===== src/rtl/credit_pkg.sv =====
// Shared types and width helpers for the credit_pool tracker.
package credit_pkg;

    // Bits needed to hold a credit count in the range 0..credits_max.
    function automatic int cnt_width(input int credits_max);
        return $clog2(credits_max + 1);
    endfunction

    // Bits needed to hold a per-cycle return in the range 0..ret_max.
    function automatic int ret_width(input int ret_max);
        return $clog2(ret_max + 1);
    endfunction

    // Per-channel status, decoded from the registered count and error flags.
    typedef struct packed {
        logic has_credit;
        logic low_credit;
        logic ovf;
        logic unf;
    } ch_status_t;

endpackage


===== src/rtl/credit_channel.sv =====
// One saturating credit counter with watermark decode and optional sticky
// error flags. Error flags are built only when CREDIT_POOL_ERR_EN is defined.
module credit_channel
    import credit_pkg::*;
#(
    parameter int CREDITS_MAX = 8,
    parameter int LOW_WM      = 2,
    parameter int CNT_W       = 4,
    parameter int RET_W       = 2
) (
    input  logic             clk,
    input  logic             rst,
    input  logic             take,
    input  logic [RET_W-1:0] ret_cnt,
    input  logic             err_clr,
    output logic [CNT_W-1:0] credits,
    output ch_status_t       status
);

    // Sum width covers count + largest encodable return - 1 with sign, so an
    // out-of-contract return still reaches the clamp instead of wrapping.
    localparam int SW = ((CNT_W > RET_W) ? CNT_W : RET_W) + 2;
    localparam logic signed [SW-1:0] MAX_S = SW'(CREDITS_MAX);

    logic [CNT_W-1:0]     cnt_q;
    logic [CNT_W-1:0]     cnt_d;
    logic signed [SW-1:0] sum;
    logic                 ovf_evt;
    logic                 unf_evt;
    logic                 ovf_q;
    logic                 unf_q;

    // Net the take against the return, then clamp at both bounds.
    always_comb begin
        // NOTE: every output of this block is given a default first so no
        // path leaves it unassigned, which would infer a latch.
        cnt_d   = cnt_q;
        ovf_evt = 1'b0;
        unf_evt = 1'b0;
        sum     = $signed({{(SW-CNT_W){1'b0}}, cnt_q})
                + $signed({{(SW-RET_W){1'b0}}, ret_cnt})
                - $signed({{(SW-1){1'b0}}, take});
        if (sum < 0) begin
            cnt_d   = '0;
            unf_evt = 1'b1;
        end else if (sum > MAX_S) begin
            cnt_d   = CNT_W'(CREDITS_MAX);
            ovf_evt = 1'b1;
        end else begin
            cnt_d   = sum[CNT_W-1:0];
        end
    end

    // Credit counter; reset refills the channel.
    always_ff @(posedge clk) begin
        // NOTE: sequential state uses non-blocking assignment so every
        // register samples pre-edge values regardless of block ordering.
        if (rst) cnt_q <= CNT_W'(CREDITS_MAX);
        else     cnt_q <= cnt_d;
    end

`ifdef CREDIT_POOL_ERR_EN
    // Sticky error flags; a new event in the clear cycle keeps the flag set.
    always_ff @(posedge clk) begin
        if (rst) begin
            ovf_q <= 1'b0;
            unf_q <= 1'b0;
        end else begin
            if (ovf_evt)      ovf_q <= 1'b1;
            else if (err_clr) ovf_q <= 1'b0;
            if (unf_evt)      unf_q <= 1'b1;
            else if (err_clr) unf_q <= 1'b0;
        end
    end
`else
    // Error tracking disabled: flags tied low, clear input has no effect.
    logic unused_err;
    assign unused_err = err_clr ^ ovf_evt ^ unf_evt;
    assign ovf_q      = 1'b0;
    assign unf_q      = 1'b0;
`endif

    assign credits           = cnt_q;
    assign status.has_credit = (cnt_q != '0);
    assign status.low_credit = (cnt_q <= CNT_W'(LOW_WM));
    assign status.ovf        = ovf_q;
    assign status.unf        = unf_q;

endmodule


===== src/rtl/credit_pool.sv =====
// Multi-channel credit tracker for the transmit side of a credit-based link.
// Optional sticky error flags are enabled with the CREDIT_POOL_ERR_EN macro.
module credit_pool
    import credit_pkg::*;
#(
    parameter int  NUM_CH      = 4,
    parameter int  CREDITS_MAX = 8,
    parameter int  RET_MAX     = 2,
    parameter int  LOW_WM      = 2,
    localparam int CNT_W       = cnt_width(CREDITS_MAX),
    localparam int RET_W       = ret_width(RET_MAX)
) (
    input  logic                    clk,
    input  logic                    rst,
    input  logic [NUM_CH-1:0]       take,
    input  logic [NUM_CH*RET_W-1:0] ret_cnt,
    input  logic                    err_clr,
    output logic [NUM_CH*CNT_W-1:0] credits,
    output logic [NUM_CH-1:0]       has_credit,
    output logic [NUM_CH-1:0]       low_credit,
    output logic                    all_full,
    output logic [NUM_CH-1:0]       err_ovf,
    output logic [NUM_CH-1:0]       err_unf
);

    ch_status_t        status [NUM_CH];
    logic [NUM_CH-1:0] full;

    for (genvar i = 0; i < NUM_CH; i++) begin : g_ch
        credit_channel #(
            .CREDITS_MAX (CREDITS_MAX),
            .LOW_WM      (LOW_WM),
            .CNT_W       (CNT_W),
            .RET_W       (RET_W)
        ) u_channel (
            .clk     (clk),
            .rst     (rst),
            .take    (take[i]),
            .ret_cnt (ret_cnt[i*RET_W +: RET_W]),
            .err_clr (err_clr),
            .credits (credits[i*CNT_W +: CNT_W]),
            .status  (status[i])
        );

        assign has_credit[i] = status[i].has_credit;
        assign low_credit[i] = status[i].low_credit;
        assign err_ovf[i]    = status[i].ovf;
        assign err_unf[i]    = status[i].unf;
        assign full[i]       = (credits[i*CNT_W +: CNT_W] == CNT_W'(CREDITS_MAX));
    end

    // Link is drained only when every channel holds its full allocation.
    assign all_full = &full;

endmodule


===== config.mk =====
export PLATFORM = sky130hd
export DESIGN_NAME = credit_pool
export DESIGN_NICKNAME = d
export VERILOG_FILES = /design/src/rtl/credit_pkg.sv /design/src/rtl/credit_channel.sv /design/src/rtl/credit_pool.sv
export SDC_FILE = /design/constraint.sdc
export NUM_CORES = 1
export LEC_CHECK = 0
export BUFFER_PORTS_ARGS = -buffer_cell sky130_fd_sc_hd__buf_2
export CAP_MARGIN = 10
export CORE_ASPECT_RATIO = 0.75
export CORE_MARGIN = 8
export CORE_UTILIZATION = 58
export CTS_CLUSTER_SIZE = 14
export DETAILED_ROUTE_END_ITERATION = 8
export MAX_ROUTING_LAYER = met4
export PLACE_DENSITY_LB_ADDON = 0.1
export SETUP_SLACK_MARGIN = 0.02
export SKIP_CTS_REPAIR_TIMING = 1
export SYNTH_ARGS = -nofsm -noshare
export SYNTH_HDL_FRONTEND = slang
export SYNTH_SLANG_ARGS = --single-unit

===== constraint.sdc =====
create_clock -name clk -period 6.68 [get_ports clk]
set_clock_uncertainty 0.2 [all_clocks]
set_input_delay 0.668 -clock clk [delete_from_list [all_inputs] [get_ports clk]]
set_output_delay 0.668 -clock clk [all_outputs]
set_load 0.005 [all_outputs]

==> summary.md, run 1 <==
| Metric | Value |
|---|---|
| Status | finished, final reports clean |
| Die H | about 65 um |
| Clock period minus final worst setup slack | between 2 and 3 ns |
| GP Congestion | 0.874 |
| Core area | around 3000 um^2 |
| Post-Syn Instances | roughly 220 |
| Post-DR wirelength/cell | about 13 um |
| Synthesis-stage register bit count | 16 |
| Crit. End Element | flop |
| Sw Ratio | between 40% and 50% |
| Async SR Flop Fraction | 0% |
| Primary FF master, synth | dfxtp_1 |
| Worst Hold Class | flop to flop |
| GRT met2 Usage | 24.4% |
| Max_cap viols | 0 |
| Yosys top cell area share | around a quarter |
| DRT Wirelength | 3.86 mm |
| Final ANT Viol Nets | 0 |
| Vias in the first global route | around 1500 |
| Avg Cell Area, Syn | 8.26 um^2 |
| Beginning of the worst hold path | g_ch[1].u_channel.credits[3] |
| DP Area | ~2000 um^2 |
| Power share of the clock group | between 10% and 20% |
| Register-to-register setup slack | between 4 and 5 ns |
| Post-synthesis sequential area ratio | 17.5% |
| Clk slew on worst S/H paths | about 0.07 ns |
| Area grow syn2layout | 12.1% |
| Worst-Skew Late Latency | approximately 0.25 ns |
| Yosys cell types | 26 |
| Post-Syn Area | between 1500 and 2000 um^2 |
| Overall power | 793 uW |
| Startpoint Class | input port |
| Nets | between 300 and 400 |
| Most crowded layer after global routing | met2 |
| Internal power | about 420 uW |
| First-pass iteration count of the detailed router | 4 |
| Grt ovf | 0 |
| Die Footprint | approximately 5200 um^2 |
| Final hold vios | 0 |
| Root Buffer | clkbuf_8 |
| R2R Path End | g_ch[0].u_channel.credits[3] |
| Met1 Usage GRT | between 15 and 20% |
| Total GRT Usage | between 10% and 20% |
| Combinational Power Share | roughly 69% |
| Final setup TNS | 0 ns |
| Fin crit share | a little under two fifths |
| Fmax | approximately 0.40 GHz |
| Peak supply drop | between 0.2 and 0.25 mV |
| DP HPWL | 3.18 mm |
| N_diodes | 0 |
| CTS tree | done |
| Clock Sinks | 16 |
| IO buf count | 38 |
| Syn. warnings | 0 |
| EDFF count, synth | 0 |
| Remaining DRCs | 0 |
| Largest net degree at the start of global routing | 17 |
| Setup CP Type | input port to flop |
| Synth area leader | ha_1 |
| Starting Density | ~62% |
| Crit path from | take[0] |
| First-pass GRT wire length | 6.55 mm |
| Sequential Power Share | approximately 20% |
| Die width | about 81 um |
| CTS buffer count | 3 |
| Final Max Tran Viols | 0 |
| PwrDens | just under 400 nW/um^2 |
| Met3 usage | roughly 3.6% |
| RSZ-0062 raised after global routing | no |
| Row count | 17 |
| Synth top area cells | ha_1 25%, dfxtp_1 17%, inv_1 9.0% |
| R2r worst-path depth | 9 |
| Via Count | 1576 |
| Drt via density | about 5.3 |
| Share of cells above drive strength 1 | between 10% and 20% |
| Final setup violation count | 0 |
| Static leakage | approximately 0.0010 uW |
| Crit path capture | g_ch[0].u_channel.credits[3] |
| Clock Tree Buf Depth | 2 |
| Reg-to-Reg Start | g_ch[0].u_channel.credits[0] |
| Crit Path Max Fanout | 4 |
| Initial antenna violation count | 0 |
| H-Tree Depth | 1 |
| Cell area after layout | slightly above 2000 um^2 |
| Switching power | ~380 uW |
| Worst Path Required | between 6 and 7 ns |
| Largest register FFs | 16 |
| # IOs | 48 |
| Worst EP arrival | ~2.5 ns |
| Drt initial violations | 97 |
[worst min path at each step]
stage | cells past startpoint | slack (ns) | to
after floorplan | 2 | 0.41 | g_ch[2].u_channel.credits[3]
after global placement | 2 | 0.45 | g_ch[3].u_channel.credits[3]
after detailed placement | 2 | 0.46 | g_ch[1].u_channel.credits[3]
after CTS | 2 | 0.47 | g_ch[1].u_channel.credits[3]
after global routing | 2 | 0.52 | g_ch[2].u_channel.credits[3]
final | 2 | 0.47 | g_ch[1].u_channel.credits[3]
[routing by layer]
layer | vias to the layer above | wire [um]
li1 | 816 | -
met1 | 716 | 1920
met2 | 42 | 1640
met3 | 2 | 296
met4 | 0 | 8
met5 | - | 0
[power groups by stage]
stage	Combinational (uW)	Sequential, uW	Clock [uW]
final	545	161	87.3
after global routing	619	166	92.5
after CTS	546	160	89.1
after detailed placement	543	162	0
after global placement	532	162	0
after floorplan	416	159	0
[area by class of cell]
type	count	area, um^2
multi-input cells	155	1280
fillers	260	922
flip-flops and latches	16	320
repair buffers	38	190
inverters	44	165
clock buffers	4	55.1
well taps	38	47.5
[worst max-delay path, cell delays in order]
cell and delay (ns):
buf_2 0.10, ha_1 0.27, inv_1 0.04, ha_1 0.20
fa_1 0.44, nor4b_1 0.39, nand3_1 0.13, a21oi_1 0.14
o21bai_1 0.08
[stage by stage]
stage	instances	setup WS [ns]	utilization, %	hold WS, ns
final	295	4.17	69.0	0.472
after global routing	295	3.98	69.0	0.525
after CTS	295	4.20	69.0	0.467
after detailed placement	291	3.98	67.2	0.458
after global placement	291	3.98	67.2	0.448
after floorplan	229	4.22	-	0.410
[layout by cell type (no fill, tap or decap), drive strengths merged, types with 8 or more instances in the layout]
| cell type | n |
|---|---|
| nor4b | 12 |
| nor2 | 9 |
| buf | 38 |
| dfxtp | 16 |
| xnor2 | 8 |
| o21ai | 8 |
| nand2 | 16 |
| ha | 36 |
| conb | 8 |
| a21oi | 12 |
| inv | 44 |
[cell usage after synthesis, types with 8 or more instances]
library cell,number
a21oi_1,8
inv_1,44
dfxtp_1,16
nor2_1,9
xnor2_1,8
nor4b_1,12
ha_1,36
buf_4,12
nand2_1,16
[cells by family after synthesis]
kind of cell	count (synthesis)	synth area share, %
AOI/OAI and AO/OA	44	17.2
xor gates and xnor gates	8	3.82
adders and majority gates	40	28.9
buffers and inverters	58	14.3
DFF	16	17.5
muxes	4	2.18
other	1	0.204
and+or+nand+nor	51	15.9
(Power assumes the default switching activity.)
==> inputs of run 2 (changes only) <==
- ABC_AREA: default -> 1
- CORE_UTILIZATION: 58 -> 48
- clock period: 6.68 -> 2.3 ns (I/O delays scaled with it)
==> summary.md, run 2 <==
| Metric | Value |
|---|---|
| Status | finished, final reports clean |
| Post-synthesis sequential area ratio | 17.8% (+0.33 points) |
| Final hold vios | 0 (unchanged) |
| Max_cap viols | 0 (unchanged) |
| Synth top area cells | ha_1 25%, dfxtp_1 18%, inv_1 13% |
| Most frequent cells in the layout | 60 x inv_1, 46 x nand2_1, 38 x buf_2, 32 x ha_1, 29 x nand3_1 |
| Post-Syn Area | 1800 um^2 (-1.8%) |
| Largest net degree at the start of global routing | 10 (-7) |
| Root Buffer | clkbuf_8 |
| Synthesis-stage register bit count | 16 (unchanged) |
| Primary FF master, synth | dfxtp_1 |
| CTS tree | done |
| Final setup violation count | 0 (unchanged) |
| H-Tree Depth | 1 (unchanged) |
| Remaining DRCs | 0 (unchanged) |
| IO buf count | 38 (unchanged) |
| Share of cells above drive strength 1 | 22.7% (+4.8 points) |
| Total GRT Usage | 13.5% (-1.8 points) |
| Worst Hold Class | input port to flop |
| Top-count cell post-synth | inv_1 |
| Sequential Power Share | 17.2% (-3.1 points) |
| Post-Syn Instances | 263 (+18%) |
| First-pass iteration count of the detailed router | 4 (unchanged) |
| DP Area | 2020 um^2 (+1.1%) |
| N_diodes | 0 (unchanged) |
| Async SR Flop Fraction | 0% (unchanged) |
| Synth area leader | ha_1 |
| Clock period minus final worst setup slack | around 2.1 ns |
| CTS buffer count | 3 (unchanged) |
| # IOs | 48 (unchanged) |
| Clock Sinks | 16 (unchanged) |
| Register-to-register setup slack | 0.17 ns (-4.09 ns) |
| Fillers | 378 (+45%) |
| Clock Tree Buf Depth | 2 (unchanged) |
| Switching power | 1380 uW (+270%) |
| Worst Path Required | 2.28 ns (-4.34 ns) |
| Worst EP arrival | 2.11 ns (-0.34 ns) |
| Final ANT Viol Nets | 0 (unchanged) |
| Sw Ratio | 49.3% (+1.8 points) |
| Synth cell count leaders | 61 x inv_1, 46 x nand2_1, 36 x ha_1, 29 x nand3_1, 28 x nor2_1 |
| EDFF count, synth | 0 (unchanged) |
| Initial antenna violation count | 0 (unchanged) |
| Setup CP Type | flop to flop |
| Crit. End Element | flop |
| PwrDens | 1300 nW/um^2 (+240%) |
| Via Count | 1605 (+1.8%) |
| Yosys cell types | 19 (-27%) |
| Drt initial violations | 60 (-38%) |
| Die H | 69.0 um (+6.7%) |
| Core area | 3640 um^2 (+22%) |
| Startpoint Class | flop |
| Starting Density | 49.5% (-12 points) |
| Worst-Skew Late Latency | 0.25 ns (about the same) |
| First-pass GRT wire length | 6.64 mm (+1.4%) |
| Drt via density | 4.51 (-16%) |
| RSZ-0062 raised after global routing | yes |
| Avg Cell Area, Syn | 6.85 um^2 (-17%) |
| Row count | 19 (+2) |
| Util after Layout | 59.1% (-10 points) |
| Final setup TNS | 0 ns (unchanged) |
| Internal power | 1420 uW (+240%) |
| Overall power | 2800 uW (+250%) |
| Syn. warnings | 0 (unchanged) |
| Final Max Tran Viols | 0 (unchanged) |
| Peak supply drop | 0.649 mV (+210%) |
| DRT Wirelength | 3.76 mm (-2.7%) |
| Clk slew on worst S/H paths | 0.07 ns (about the same) |
| Crit Path Max Fanout | 3 (-1) |
| Power share of the clock group | 9.0% (-2.0 points) |
| Fmax | about 0.47 GHz |
| Post-DR wirelength/cell | 10.6 um (-19%) |
| Fin crit share | between 90% and 100% |
| Yosys top cell area share | 25.0% (+0.46 points) |
| Nets | 360 (+15%) |
| Die width | 86.7 um (+7.1%) |
| Die Footprint | 5990 um^2 (+14%) |
| Vias in the first global route | 1475 (-0.94%) |
| Min Hold Slack | 0.136 ns (-0.336 ns) |
| DP HPWL | 3.18 mm (about the same) |
| Area grow syn2layout | 19.3% |
| Cell area after layout | 2150 um^2 (+4.5%) |
| Commonest non-fill, non-tap cell in the layout | inv_1 |
| Static leakage | 0.00123 uW (+19%) |
| Grt ovf | 0 (unchanged) |
| Combinational Power Share | 73.8% (+5.1 points) |
| Largest register FFs | 16 (unchanged) |
| GP Congestion | 0.798 (-8.7%) |
[run 2: changes by cell type after synthesis, moves of 6 or more]
cell     delta
nand2_1    +30
nand3_1    +25
nor2_1     +19
inv_1      +17
nor4b_1    -12
nand3_2     +6
[run 2: kinds of logic after synthesis]
group | share of synthesized area [%]
XOR/XNOR | 1.95
AND/OR/NAND/NOR | 30.6
adder cells (fa/ha/maj) | 29.5
buffers and inverters | 16.1
other | 0.208
flip-flops | 17.8
AO/OA/AOI/OAI | 3.89
[run 2: metrics by stage]
stage / worst slack, ns / std cells
2_1_floorplan: 0.236 / 270
3_3_place_gp: 0.104 / 352
6_report: 0.169 / 356
4_1_cts: 0.0523 / 356
5_1_grt: 0.00981 / 356
3_5_place_dp: 0.0679 / 352
[run 2: cell type report]
cell class / instances / area, um^2 / area share, %
Clock buffer: 4 / 55.1 / 2.56
Tap cell: 52 / 65.1 / 3.03
Sequential cell: 16 / 324 / 15.1
Multi-Input combinational cell: 185 / 1280 / 59.8
Inverter: 61 / 229 / 10.7
Timing Repair Buffer: 38 / 190 / 8.85
[run 2: routing by layer]
layer | global-route usage, % | vias up | part of all wire, %
met2 | 21.0 | 28 | 45
met4 | 4.57 | 0 | 0.90
met3 | 1.78 | 2 | 2.8
met1 | 17.4 | 697 | 51
li1 | - | 878 | -
met5 | - | - | 0
[run 2: critical path, cell delays in order, from the launching register on]
cell and delay [ns]:
dfxtp_2 0.34, inv_2 0.06, ha_1 0.28, inv_1 0.09
ha_4 0.14, fa_2 0.44, nor2_1 0.12, nand2_1 0.06
nand3_1 0.09, nand3_2 0.10, nor2_1 0.13
[run 2: worst paths after layout]
kind / start / to / cells past startpoint
hold / removal: rst / g_ch[1].u_channel.credits[3] / 3
setup reg to reg: g_ch[3].u_channel.credits[0] / g_ch[3].u_channel.credits[2] / 10
setup / recovery: g_ch[3].u_channel.credits[0] / g_ch[3].u_channel.credits[2] / 10
hold reg to reg: g_ch[1].u_channel.credits[3] / g_ch[1].u_channel.credits[3] / 5
[run 2: power by group through the flow]
stage / sequential [uW] / combinational [uW] / clock, uW
3_5_place_dp: 482 / 1930 / 0
5_1_grt: 500 / 2390 / 273
4_1_cts: 477 / 1950 / 259
3_3_place_gp: 482 / 1920 / 0
2_1_floorplan: 484 / 1450 / 0
6_report: 482 / 2070 / 252
==> inputs of run 3 (changes only) <==
- HOLD_SLACK_MARGIN: default -> 0.02
- PLACE_DENSITY: default -> 0.77
- PLACE_DENSITY_LB_ADDON: 0.1 -> default
==> summary.md, run 3 (synthesized netlist as in run 2, its figures left out) <==
| Metric | Value |
|---|---|
| Status | finished, final reports clean |
| Remaining DRCs | 0 (unchanged) |
| First-pass GRT wire length | 6.74 mm (+1.6%) |
| Final setup violation count | 0 (unchanged) |
| Root Buffer | clkbuf_8 |
| Clock Tree Buf Depth | 2 (unchanged) |
| DRT Wirelength | 3.95 mm (+5.1%) |
| Final Max Tran Viols | 0 (unchanged) |
| RSZ-0062 raised after global routing | yes |
| Crit Path Max Fanout | 3 (unchanged) |
| Register Area | 323 um^2 (-0.39%) |
| GP Congestion | 0.843 (+5.5%) |
| Vias in the first global route | 1582 (+7.3%) |
| Clock Sinks | 16 (unchanged) |
| Clk slew on worst S/H paths | 0.07 ns (about the same) |
| Die width | 86.7 um (unchanged) |
| Max_cap viols | 0 (unchanged) |
| Via Count | 1644 (+2.4%) |
| Area grow syn2layout | 17.9% |
| Post-DR wirelength/cell | 11.1 um (+5.1%) |
| Share of cells above drive strength 1 | 21.4% (-1.3 points) |
| PwrDens | 1320 nW/um^2 (+0.98%) |
| Total GRT Usage | 13.7% (+0.19 points) |
| H-Tree Depth | 1 (unchanged) |
| Static leakage | 0.00123 uW (-0.11%) |
| Most frequent cells in the layout | 61 x inv_1, 45 x nand2_1, 38 x buf_2, 33 x ha_1, 29 x nand3_1 |
| Worst Hold Class | input port to flop |
| CTS buffer count | 3 (unchanged) |
| Min Hold Slack | 0.146 ns (+0.0103 ns) |
| Worst-Skew Late Latency | 0.25 ns (about the same) |
| Initial antenna violation count | 0 (unchanged) |
| Final hold vios | 0 (unchanged) |
| IO buf count | 38 (unchanged) |
| Fillers | 369 (-2.4%) |
| Startpoint Class | flop |
| Area of the multi-input gates | 1260 um^2 (-1.9%) |
| Die H | 69.0 um (unchanged) |
| Nets | 360 (unchanged) |
| Worst EP arrival | 2.14 ns (+0.03 ns) |
| Worst Path Required | 2.29 ns (about the same) |
| Final ANT Viol Nets | 0 (unchanged) |
| Drt via density | 4.62 (+2.4%) |
| Largest register FFs | 16 (unchanged) |
| CTS tree | done |
| Die Footprint | 5990 um^2 (unchanged) |
| Row count | 19 (unchanged) |
| Largest net degree at the start of global routing | 10 (unchanged) |
| Commonest non-fill, non-tap cell in the layout | inv_1 |
| Starting Density | 49.5% (unchanged) |
| Crit. End Element | flop |
| Peak supply drop | 0.670 mV (+3.3%) |
| # IOs | 48 (unchanged) |
| Final setup TNS | 0 ns (unchanged) |
| Drt initial violations | 60 (unchanged) |
| Grt ovf | 0 (unchanged) |
| First-pass iteration count of the detailed router | 4 (unchanged) |
| Setup CP Type | flop to flop |
| DP HPWL | 3.37 mm (+6.0%) |
| Fmax | 0.466 GHz (-0.66%) |
| N_diodes | 0 (unchanged) |
| Clock period minus final worst setup slack | 2.14 ns (+0.0142 ns) |
| Fin crit share | 93.3% (+0.62 points) |
| Core area | 3640 um^2 (unchanged) |
## run 3: critical path, stage by stage, from the launching register on
cell and delay (ns):
dfxtp_1 0.35, inv_1 0.09, ha_1 0.28, inv_1 0.06, ha_1 0.20, fa_2 0.46, nor2_1 0.12, nand2_1 0.06
nand3_1 0.10, nand3_2 0.09, nor2_1 0.09
## run 3: final cells by class
type                       count  share of cell area [%]
clock buffer                   4                    2.59
tap                           52                    3.07
inverter                      61                    10.8
timing repair buffer          38                    8.96
sequential                    16                    15.2
multi-input combinational    185                    59.4
## run 3: per-layer routing
layer	wire (um)	share of wire, %	vias up	track usage [%]
met5	0	0	-	-
met4	29	0.73	0	4.00
met3	94	2.4	2	1.54
met2	1830	46	22	21.9
li1	-	-	880	-
met1	2000	51	740	17.5
## run 3: metrics by stage
stage                     worst slack (ns)  power (uW)  instance area, um^2  cells  util (%)
after global placement               0.132        2390                 2020    352      55.6
after detailed placement            0.0784        2450                 2020    352      55.6
after global routing                0.0174        3110                 2120    356      58.3
final                                0.155        2800                 2120    356      58.3
after floorplan                      0.236        1930                 1830    270         -
after CTS                           0.0589        2720                 2080    356      57.1
## run 3: power by group
group / total (uW) / internal (uW) / switching [uW] / leakage, uW
registers: 483 / 392 / 91.3 / 0.000132
logic: 2050 / 857 / 1190 / 0.00107
clock network: 263 / 152 / 111 / 0.0000288
## run 3: path summary, 6_finish.rpt
kind | to | depth (start not counted) | slack, ns | start
min reg2reg | g_ch[1].u_channel.credits[0] | 4 | 0.47 | g_ch[1].u_channel.credits[3]
min | g_ch[1].u_channel.credits[3] | 3 | 0.15 | rst
max reg2reg | g_ch[2].u_channel.credits[0] | 10 | 0.16 | g_ch[2].u_channel.credits[0]
max | g_ch[2].u_channel.credits[0] | 10 | 0.16 | g_ch[2].u_channel.credits[0]
